`src/rtl/fetch_stage.sv`:
```
// Instruction-fetch stage: PC, instruction-memory addressing and the IF/ID register,
// with stall hold, EX/ID redirects and program-exit (halt word) handling.
module fetch_stage #(
    parameter logic [15:0] RESET_PC  = 16'h0000,
    parameter logic [15:0] HALT_WORD = 16'hFFFF
) (
    input  logic        clk,
    input  logic        rst,
    output logic [15:0] imem_addr,
    input  logic [15:0] imem_data,
    input  logic        stall,
    input  logic        redirect_id,
    input  logic [15:0] redirect_id_pc,
    input  logic        redirect_ex,
    input  logic [15:0] redirect_ex_pc,
    output logic [15:0] ifid_instr,
    output logic [15:0] ifid_pc,
    output logic [15:0] ifid_pc_plus1,
    output logic        ifid_valid,
    output logic        halted,
    output logic [15:0] fetch_count
);

    typedef enum logic [1:0] {
        RUN      = 2'd0,
        HALTPEND = 2'd1,
        HALTED   = 2'd2
    } state_t;

    typedef struct packed {
        logic [15:0] instr;
        logic [15:0] pc;
        logic [15:0] pc_plus1;
        logic        valid;
    } ifid_t;

    localparam ifid_t IFID_BUBBLE = '{instr: 16'h0000, pc: 16'h0000, pc_plus1: 16'h0000, valid: 1'b0};

    // Saturating increment so the fetch counter sticks at its maximum.
    function automatic logic [15:0] sat_inc(input logic [15:0] value);
        logic [15:0] result;
        if (value == 16'hFFFF) begin
            result = value;
        end else begin
            result = value + 16'd1;
        end
        return result;
    endfunction

    state_t      state_r;
    logic [15:0] pc_r;
    ifid_t       ifid_r;
    logic        halted_r;
    logic [15:0] count_r;

    logic        redirect_s;
    logic [15:0] redirect_pc_s;
    logic [15:0] pc_inc_s;
    logic        is_halt_s;
    ifid_t       capture_s;

    // Redirect arbitration (EX beats ID) and the candidate IF/ID capture.
    always_comb begin
        redirect_s    = redirect_ex | redirect_id;
        redirect_pc_s = redirect_id_pc;
        if (redirect_ex) begin
            redirect_pc_s = redirect_ex_pc;
        end else begin
            redirect_pc_s = redirect_id_pc;
        end
        pc_inc_s           = pc_r + 16'd1;
        is_halt_s          = (imem_data == HALT_WORD);
        capture_s.instr    = imem_data;
        capture_s.pc       = pc_r;
        capture_s.pc_plus1 = pc_inc_s;
        capture_s.valid    = 1'b1;
    end

    // Fetch state machine: PC, IF/ID register, halt flag and fetch counter.
    always_ff @(posedge clk) begin
        if (rst) begin
            state_r  <= RUN;
            pc_r     <= RESET_PC;
            ifid_r   <= IFID_BUBBLE;
            halted_r <= 1'b0;
            count_r  <= 16'h0000;
        end else begin
            case (state_r)
                RUN: begin
                    if (redirect_s) begin
                        pc_r   <= redirect_pc_s;
                        ifid_r <= IFID_BUBBLE;
                    end else if (stall) begin
                        pc_r   <= pc_r;
                        ifid_r <= ifid_r;
                    end else begin
                        ifid_r  <= capture_s;
                        count_r <= sat_inc(count_r);
                        // The halt word parks the PC so nothing past it is fetched.
                        if (is_halt_s) begin
                            state_r <= HALTPEND;
                        end else begin
                            pc_r <= pc_inc_s;
                        end
                    end
                end
                HALTPEND: begin
                    if (redirect_s) begin
                        pc_r    <= redirect_pc_s;
                        ifid_r  <= IFID_BUBBLE;
                        state_r <= RUN;
                    end else if (stall) begin
                        ifid_r <= ifid_r;
                    end else begin
                        ifid_r   <= IFID_BUBBLE;
                        halted_r <= 1'b1;
                        state_r  <= HALTED;
                    end
                end
                HALTED: begin
                    state_r <= HALTED;
                end
                default: begin
                    state_r <= RUN;
                    ifid_r  <= IFID_BUBBLE;
                end
            endcase
        end
    end

    assign imem_addr     = pc_r;
    assign ifid_instr    = ifid_r.instr;
    assign ifid_pc       = ifid_r.pc;
    assign ifid_pc_plus1 = ifid_r.pc_plus1;
    assign ifid_valid    = ifid_r.valid;
    assign halted        = halted_r;
    assign fetch_count   = count_r;

endmodule

```
`config.mk`:
```
export PLATFORM = sky130hd
export DESIGN_NAME = fetch_stage
export DESIGN_NICKNAME = d
export VERILOG_FILES = /design/src/rtl/fetch_stage.sv
export SDC_FILE = /design/constraint.sdc
export NUM_CORES = 1
export LEC_CHECK = 0
export CAP_MARGIN = 10
export CELL_PAD_IN_SITES_DETAIL_PLACEMENT = 0
export CELL_PAD_IN_SITES_GLOBAL_PLACEMENT = 1
export CORE_MARGIN = 1.5
export CORE_UTILIZATION = 33
export DETAILED_ROUTE_END_ITERATION = 16
export PLACE_DENSITY = 0.92
export SETUP_SLACK_MARGIN = 0.1
export SYNTH_ARGS = -nofsm -noshare
export SYNTH_HDL_FRONTEND = slang
export SYNTH_SLANG_ARGS = --single-unit
```
`constraint.sdc`:
```
create_clock -name clk -period 2.1 [get_ports clk]
set_clock_uncertainty 0.05 [all_clocks]
set_input_delay 0.525 -clock clk [delete_from_list [all_inputs] [get_ports clk]]
set_output_delay 0.525 -clock clk [all_outputs]
set_load 0.02 [all_outputs]
```
# --- Word-level counts from Yosys, hierarchy flattened ---
# Cells that the tools add are included.
word_totals:
  ff_bits: 84
  inputBits: 53
  out_inout_bits: 82
  elab_cells: 50
op_classes:
  n_reduce_logical: 7
  bitwise_logic: 5
  eq_ne: 11
  muxes: 17
  add_sub_neg: 2
op_table:
  columns: ["op", "n"]
  rows:
  - ["49-bit 2-to-1 mux", 4]
  - ["49-bit one-hot mux with 3 select lines", 1]
  - ["16-bit 2-to-1 mux", 5]
  - ["16-bit by 1-bit adder with 16-bit output, second input constant", 2]
  - ["16-bit equality test, second input constant", 2]
  - ["16-bit one-hot mux with 2 select lines", 1]
  - ["4-bit AND reduction", 3]
  - ["2-bit 2-to-1 mux", 5]
  - ["3-bit inequality test, second input constant", 3]
  - ["2-bit inequality test, second input constant", 4]
  - ["2-bit one-hot mux with 3 select lines", 1]
  - ["3-bit AND reduction", 2]
  - ["1-bit NOT", 4]
  - ["2-bit by 1-bit equality test with 1-bit output, second input constant", 1]
  - ["2-bit equality test, second input constant", 1]
  - ["2-bit logical NOT", 1]
  - ["2-bit nonzero test", 1]
  - ["1-bit bitwise OR", 1]

# --- Depth between registers and ports, before layout ---
# Gate-level depths: netlist of the first run.
depth:
  ltp_word: 5
  ltp_mapped: 8
  depth_no_buf: 6

# --- Least setup slack after synthesis of the first run ---
# Ideal clock, no wire load.
synth_path:
  kind: "register to register"
  from: "reg count_r[0], in the netlist fetch_count[0]"
  to: "reg count_r[3], in the netlist fetch_count[3]"
  stages_incl_launch_ff: 8
  n_path_buf: 1
  t_arrival_ns: 1.814
  setup_time_ns: 0.128
  setup_slack_ns: 0.109
  synth_period_minus_slack_ns: 1.991
  path_cell_list: "dfxtp_1 > ha_1 > inv_1 > or4_1 > buf_2 > o2111ai_1 > xor2_1 > nor2_1"
synth_via:
  elab_chain_len: 3
  word_cells_on_any_way: 4
synth_lines:
  columns: ["item", "line_no", "rtl"]
  rows:
  - ["start: declaration", "54", "logic [15:0] count_r;"]
  - ["start signal: assignment", "98", "count_r <= sat_inc(count_r);"]
  - ["branches (longest 3 deep; another with 16-bit by 1-bit adder with 16-bit output)", null, null]
# Parallel ways; which one is timed is not known.
# A chain may end at the register's enable or synchronous reset.

# --- Worst setup path after layout of the first run ---
layout_path:
  from: "reg count_r[6], in the netlist fetch_count[6]"
  to: "out fetch_count[6]"
layout_lines:
  columns: ["item", "line_no", "rtl"]
  rows:
  - ["end: declaration", "21", "output logic [15:0] fetch_count"]
# No word-level cell between the ends.

==> flow_summary.toml, run 1 <==
[clock_network]
hold_buffers = 0
cts.clk_slew.worst_paths_ns = 0.06
worst_skew_pair.late_latency_ns = 0.33
htree_levels = 3
cts_tree = "yes"
cts-root-buf = "clkbuf_16"
clockBufferDepth = 2
cts_buffers = 9
clkSinkCount = 84

[critical_path]
cp-end-kind = "primary output"
slowest_stage = "clkdlybuf4s50_1"
critPathTopFamily = "buffers and inverters"
worstPathArrival_ns = 1.40
r2r_setup_slack_ns = 0.19
reg2reg_depth = 7
crit_chain = "clkdlybuf4s50_1"
cpPeakStageDelay_ns = 0.65
required_ns = 1.52
crit_path_end = "fetch_count[6]"
regToRegStartpoint = "fetch_count[1]"
r2r-end = "fetch_count[1]"
cp.depth = 1
start_kind = "flip-flop"
crit_buf_inv = 1
crit_type = "flip-flop to primary output"
startpoint = "fetch_count[6]"
worstPathMaxFanout = 5

[detailed_routing]
first_iter_violations = 387
ant_nets = 0
via_count = 3963
viasPerCell = 5.28
firstDrtPassIters = 4
avgRoutedWirePerCell_um = 16.3
routed_wl_mm = 12.3
drc = 0

[floorplan]
design.die.area_mm2 = 0.0122
num_io_pins = 135
die_h_um = 110
core_area_mm2 = 0.0110
rows = 38
start_util_pct = 34.4
die_w_um = 110

[yosys]
yosysWarnings = 0
synth_edf_count = 0
synthFlopType = "dfxtp_1"
synthArstFlopShare_pct = 0
syn_nets = 493
syn-cell-area_mm2 = 0.00380
yosysSeqAreaShare_pct = 44.3
netlist_instances = 438
synth_cell_types = 43
syn_avg_cell_area_um2 = 8.67
synth_seq_cells = 84

[sta]
hold_slack_ns = 0.419
setup_tns_ns = 0
slew_headroom_pct = 68.3
rsz0062_at_grt = "true"
drv_slew = 0
worst_slew_pin_slew_ns = 0.474
hold_viol = 0
fin_crit_sh_pct = 94.2
max_freq_mhz = 506
setup_violations = 0
period_minus_slack_ns = 1.98

[power_and_ir_drop]
power_density_mw_per_mm2 = 638
ir_drop_uv = 349
leakage_nw = 2.43

[flow_run]
cap_violations = 0

[grt]
grt_overflow = 0
grt_max_degree = 48
first_global_vias = 3741
antenna_found_initial = 0
grt_first_pass_wirelength_mm = 18.8
grt_usage_pct = 19.9

[final_layout]
drive_gt1_share_pct = 15.2
area_delta_synth_final_pct = 61.4
seq_area_mm2 = 0.00169
layout_commonest_cell = "clkdlybuf4s50_1"
diodes = 0
fin_nets = 662
multiInputGateArea_mm2 = 0.00205
nFillCells = 963
final_cell_mix = "clkdlybuf4s50_1 (101), dfxtp_1 (79), nor2_1 (73), a22oi_1 (46), buf_4 (43)"

[placed_design]
port-buffer-count = 134
hpwl_mm = 8.68
gp_routability_congestion = 0.859

[status]
status = "complete, no violations"

[min_path]
hp-class = "flip-flop to flip-flop"
[sequential cells by signal, indices dropped and copies added, names as in the netlist]
signal / count
ifid_valid: 1
fetch_count: 16
ifid_pc: 16
halted: 1
state_r: 2
ifid_instr: 16
imem_addr: 16
ifid_pc_plus1: 16
[cells by family (layout without fill, tap and decap cells)]
| logic type | count (synthesis) | in the layout | synth area share [%] |
|---|---|---|---|
| buf+inv | 36 | 209 | 4.12 |
| compound gates | 112 | 112 | 20.0 |
| mux | 16 | 16 | 4.22 |
| simple gates | 164 | 164 | 21.2 |
| xor+xnor | 24 | 24 | 5.54 |
| flops | 84 | 84 | 44.3 |
| fa+ha+maj | 2 | 2 | 0.659 |
[per-layer routing]
layer | global-route usage (%) | part of all wire (%) | up-vias
met5 | 0 | 0 | -
li1 | - | - | 1923
met2 | 31.0 | 45 | 165
met1 | 26.0 | 45 | 1848
met3 | 4.12 | 7.5 | 27
met4 | 9.98 | 3.0 | 0
[cell type report]
cell class / count / area share (%)
clock inverter: 5 / 1.27
clock buffer: 10 / 3.74
multi-input combinational: 318 / 33.5
tap: 140 / 2.86
sequential: 84 / 27.5
inverter: 4 / 0.245
timing repair buffer: 190 / 30.9
[how the worst min path moves through the flow]
stage                          start     end  slack, ns  depth (start not counted)
final                         halted  halted       0.42                          2
after global routing          halted  halted       0.45                          2
after CTS                     halted  halted       0.43                          2
after detailed placement      halted  halted       0.41                          2
after global placement        halted  halted       0.39                          2
after floorplan           state_r[0]  halted       0.47                          2
[cells in the mapped netlist, types with 2 or more instances]
cell type,instances,area share [%]
nand2_1,26,2.6
nand4_1,14,2.3
buf_1,4,0.40
xnor2_1,8,1.8
o2111ai_1,6,1.4
xor2_1,16,3.7
nor3_1,6,0.79
mux2i_1,16,4.2
inv_1,4,0.40
and4_1,2,0.46
nand3_1,10,1.3
buf_2,11,1.4
and3_1,6,0.99
a22oi_1,46,9.1
nor4_1,5,0.82
clkbuf_1,16,1.6
ha_1,2,0.66
o211ai_1,9,1.8
or3_1,5,0.82
dfxtp_1,84,44
nor3b_1,3,0.59
and2_1,4,0.66
a21oi_1,24,3.2
nor2_1,74,7.3
o21ai_0,18,2.4
a31oi_1,2,0.33
[timing repair]
item / CTS / global route
setup buffers: 3 / 3
resized for setup: 43 / 16
pin swaps: 13 / 6
cloned: 2 / 1
setup endpoints to repair: 45 / 77
[power by group]
part / total (mW) / internal, mW / switching [mW]
logic: 0.572 / 0.289 / 0.282
clock network: 1.64 / 1.03 / 0.610
registers: 1.70 / 1.64 / 0.0576
total: 3.91 / 2.96 / 0.950
[per-stage QoR]
| step | utilization, % | instance area [um^2] | power (mW) | worst slack, ns | instances |
|---|---|---|---|---|---|
| after floorplan | - | 3800 | 1.97 | 0.109 | 438 |
| after global placement | 50.8 | 5600 | 2.27 | -0.428 | 727 |
| after detailed placement | 50.8 | 5600 | 2.28 | -0.512 | 727 |
| after CTS | 54.6 | 6020 | 3.92 | 0.0682 | 747 |
| after global routing | 55.6 | 6130 | 4.07 | 0.0542 | 751 |
| final | 55.6 | 6130 | 3.91 | 0.123 | 751 |
Power figures use the tool's default switching activity.
==> inputs of run 2 (changes only) <==
CORE_MARGIN = 2   (was 1.5)
==> flow_summary.toml, run 2 (synthesis gave the netlist of run 1 again) <==
[status]
status = "complete, no violations"

[detailed_routing]
via_count = 3959
met2_length_mm = 5.87
met1_length_mm = 5.21
dr_wl_met3_um = 819
routed_wl_mm = 12.2
viasPerCell = 5.26
ant_nets = 0
firstDrtPassIters = 5
first_iter_violations = 312
routed.top_layer = "met4"
drc = 0
avgRoutedWirePerCell_um = 16.2

[critical_path]
worstPathArrival_ns = 1.40
crit_buf_inv = 1
cp.depth = 1
cp-end-kind = "primary output"
crit_chain = "clkdlybuf4s50_1"
cpPeakStageDelay_ns = 0.64
required_ns = 1.52
start_kind = "flip-flop"
slowest_stage = "clkdlybuf4s50_1"
critPathTopFamily = "buffers and inverters"
worstPathMaxFanout = 4
crit_type = "flip-flop to primary output"
reg2reg_depth = 7
r2r_setup_slack_ns = 0.19

[floorplan]
start_util_pct = 33.5
die_w_um = 111
die_h_um = 111
num_io_pins = 135
design.die.area_mm2 = 0.0124
core_area_mm2 = 0.0113
rows = 39

[min_path]
hp-class = "flip-flop to flip-flop"
hold_path_depth = 2

[flow_run]
cap_violations = 0

[final_layout]
fin_nets = 659
multiInputGateArea_mm2 = 0.00204
drive_gt1_share_pct = 14.9
area_delta_synth_final_pct = 60.8
seq_area_mm2 = 0.00168
layout_commonest_cell = "clkdlybuf4s50_1"
final_util_pct = 53.9
nFillCells = 1025
final_cell_mix = "clkdlybuf4s50_1 (98), dfxtp_1 (82), nor2_1 (73), a22oi_1 (46), buf_4 (43)"
diodes = 0

[grt]
first_global_vias = 3901
grt_first_pass_wirelength_mm = 19.6
antenna_found_initial = 0
grt_overflow = 0
grt_usage_pct = 19.3
grt_max_degree = 85

[sta]
hold_viol = 0
setup_violations = 0
worst_slew_pin_slew_ns = 0.398
rsz0062_at_grt = "true"
drv_slew = 0
fin_crit_sh_pct = 94.1
period_minus_slack_ns = 1.98
slew_headroom_pct = 73.4
max_freq_mhz = 506

[clock_network]
cts-root-buf = "clkbuf_16"
cts.clk_slew.worst_paths_ns = 0.07
clkSinkCount = 84
htree_levels = 3
clockBufferDepth = 2
cts_buffers = 9
cts_tree = "yes"
worst_skew_pair.late_latency_ns = 0.34

[power_and_ir_drop]
leakage_nw = 2.51
total_power_mw = 3.97
power_density_mw_per_mm2 = 651
ir_drop_uv = 425

[placed_design]
port-buffer-count = 134
gp_routability_congestion = 0.855
hpwl_mm = 8.50
==> run 2: timing repair <==
| action | 4_1_cts | 5_1_grt |
|---|---|---|
| hold buffers | 0 | 0 |
| hold endpoints to repair | 0 | 0 |
| endpoints found under the setup margin | 35 | 78 |
| gates cloned | 2 | 0 |
| pin swaps | 7 | 12 |
| setup buffers | 2 | 1 |
| resized for setup | 31 | 28 |
==> run 2: layer usage <==
| metal | up-vias | global-route usage, % |
|---|---|---|
| li1 | 1918 | - |
| met1 | 1869 | 24.6 |
| met2 | 151 | 32.0 |
| met3 | 21 | 4.10 |
| met4 | 0 | 7.24 |
| met5 | - | 0 |
==> run 2: cell type report <==
class / instances / share of cell area, %
Sequential cell: 84 / 27.6
Timing Repair Buffer: 187 / 30.5
Clock inverter: 6 / 1.43
Tap cell: 143 / 2.93
Inverter: 4 / 0.246
Multi-Input combinational cell: 318 / 33.4
Clock buffer: 10 / 3.91
==> run 2: path summary, 6_finish.rpt <==
kind,end,from
min reg2reg,ifid_pc_plus1[13],ifid_pc_plus1[13]
max,imem_addr[7],imem_addr[7]
max reg2reg,fetch_count[1],fetch_count[1]
min,ifid_pc_plus1[13],ifid_pc_plus1[13]
==> run 2: power by group <==
| part | switching [mW] | leakage [nW] | internal, mW |
|---|---|---|---|
| registers | 0.0558 | 0.683 | 1.64 |
| clock network | 0.647 | 0.162 | 1.07 |
| logic | 0.278 | 1.67 | 0.284 |
==> run 2: metrics by stage <==
stage | std cells | area, um^2 | setup TNS (ns) | hold WS, ns | setup WS (ns)
after detailed placement | 731 | 5610 | -17.90 | 0.399 | -0.479
after global routing | 752 | 6110 | 0 | 0.446 | 0.0357
after global placement | 731 | 5610 | -15.57 | 0.393 | -0.440
after CTS | 751 | 6030 | 0 | 0.416 | 0.0511
after floorplan | 438 | 3800 | 0 | 0.472 | 0.109
final | 752 | 6110 | 0 | 0.413 | 0.123
==> inputs of run 3 (changes only) <==
PLACE_DENSITY = default   (was 0.92)
PLACE_DENSITY_LB_ADDON = 0.1   (was default)
REMOVE_ABC_BUFFERS = 1   (was default)
==> flow_summary.toml, run 3 (synthesis gave the netlist of run 1 again) <==
[critical_path]
startpoint = "fetch_count[14]"
cp-end-kind = "primary output"
regToRegStartpoint = "fetch_count[1]"
worstPathArrival_ns = 1.37
reg2reg_depth = 7
crit_buf_inv = 1
crit_chain = "clkdlybuf4s50_1"
critPathTopFamily = "buffers and inverters"
required_ns = 1.52
crit_type = "flip-flop to primary output"
start_kind = "flip-flop"
slowest_stage = "clkdlybuf4s50_1"
worstPathMaxFanout = 4
r2r-end = "fetch_count[1]"
cpPeakStageDelay_ns = 0.63
r2r_setup_slack_ns = 0.20

[sta]
max_freq_mhz = 514
drv_slew = 0
setup_violations = 0
slew_headroom_pct = 76.4
worst_slew_pin_slew_ns = 0.351
period_minus_slack_ns = 1.95
fin_crit_sh_pct = 92.7
setup_tns_ns = 0
rsz0062_at_grt = "false"
hold_viol = 0

[clock_network]
htree_levels = 3
cts-root-buf = "clkbuf_16"
worst_skew_pair.late_latency_ns = 0.34
clkSinkCount = 84
clockBufferDepth = 2
cts_buffers = 9
cts_tree = "yes"
hold_buffers = 0
cts.clk_slew.worst_paths_ns = 0.06

[placed_design]
port-buffer-count = 134
postPlaceCellArea_mm2 = 0.00559
hpwl_mm = 8.31
gp_routability_congestion = 0.828

[final_layout]
drive_gt1_share_pct = 14.6
final_cell_mix = "clkdlybuf4s50_1 (104), dfxtp_1 (83), nor2_1 (73), a22oi_1 (46), buf_4 (42)"
area_delta_synth_final_pct = 61.0
fin_area_mm2 = 0.00611
final_util_pct = 54.0
nFillCells = 1075
seq_area_mm2 = 0.00168
multiInputGateArea_mm2 = 0.00203
fin_nets = 661
layout_commonest_cell = "clkdlybuf4s50_1"
diodes = 0

[grt]
grt_usage_pct = 18.7
grt_max_degree = 42
grt_first_pass_wirelength_mm = 19.1
first_global_vias = 3848
grt_overflow = 0
antenna_found_initial = 0

[min_path]
hold_path_depth = 2
hold_start = "halted"
hp-class = "flip-flop to flip-flop"
whs_endpoint = "halted"

[floorplan]
core_area_mm2 = 0.0113
design.die.area_mm2 = 0.0124
die_w_um = 111
start_util_pct = 33.5
num_io_pins = 135
die_h_um = 111
rows = 39

[status]
status = "complete, no violations"

[power_and_ir_drop]
leakage_nw = 2.53
ir_drop_uv = 492
total_power_mw = 3.93
power_density_mw_per_mm2 = 642

[detailed_routing]
via_count = 3862
drc = 0
ant_nets = 0
firstDrtPassIters = 4
viasPerCell = 5.12
first_iter_violations = 171
routed_wl_mm = 11.7
avgRoutedWirePerCell_um = 15.5

[flow_run]
cap_violations = 0
==> run 3: worst max path at each step <==
| stage | end | slack, ns | depth (start not counted) |
|---|---|---|---|
| floorplan | imem_addr[13] | -0.54 | 4 |
| global placement | imem_addr[13] | -0.49 | 5 |
| detailed placement | imem_addr[13] | -0.57 | 5 |
| CTS | fetch_count[13] | 0.09 | 6 |
| global route | fetch_count[14] | 0.10 | 1 |
| finish | fetch_count[14] | 0.15 | 1 |
==> run 3: power by group <==
| part | switching, mW | internal [mW] |
|---|---|---|
| sequential | 0.0537 | 1.64 |
| combinational | 0.269 | 0.287 |
| clock | 0.630 | 1.05 |
==> run 3: routing by layer <==
metal	global-route usage, %	up-vias	wire length (um)
met5	0	-	0
met4	5.60	0	136
met3	4.37	9	587
met2	30.4	95	5530
met1	24.9	1839	5450
li1	-	1919	-
==> run 3: layout make-up <==
| cell class | instances | area share (%) |
|---|---|---|
| timing repair buffer | 189 | 30.8 |
| inverter | 4 | 0.246 |
| clock inverter | 3 | 0.696 |
| multi-input combinational | 318 | 33.2 |
| clock buffer | 13 | 4.58 |
| tap | 143 | 2.93 |
| sequential | 84 | 27.5 |
==> run 3: through the flow <==
step	hold WS (ns)	setup slack, ns	instances
floorplan	0.465	-0.536	406
global placement	0.387	-0.486	730
detailed placement	0.395	-0.572	730
CTS	0.404	0.0910	749
global route	0.441	0.102	754
finish	0.397	0.154	754
==> run 3: repair_timing <==
item                                    4_1_cts  5_1_grt
setup buffers                                 3        4
cloned                                        0        1
gates resized for setup                      26       23
pin swaps                                     3       12
endpoints found under the setup margin       87       83
endpoints found under the hold margin         0        0
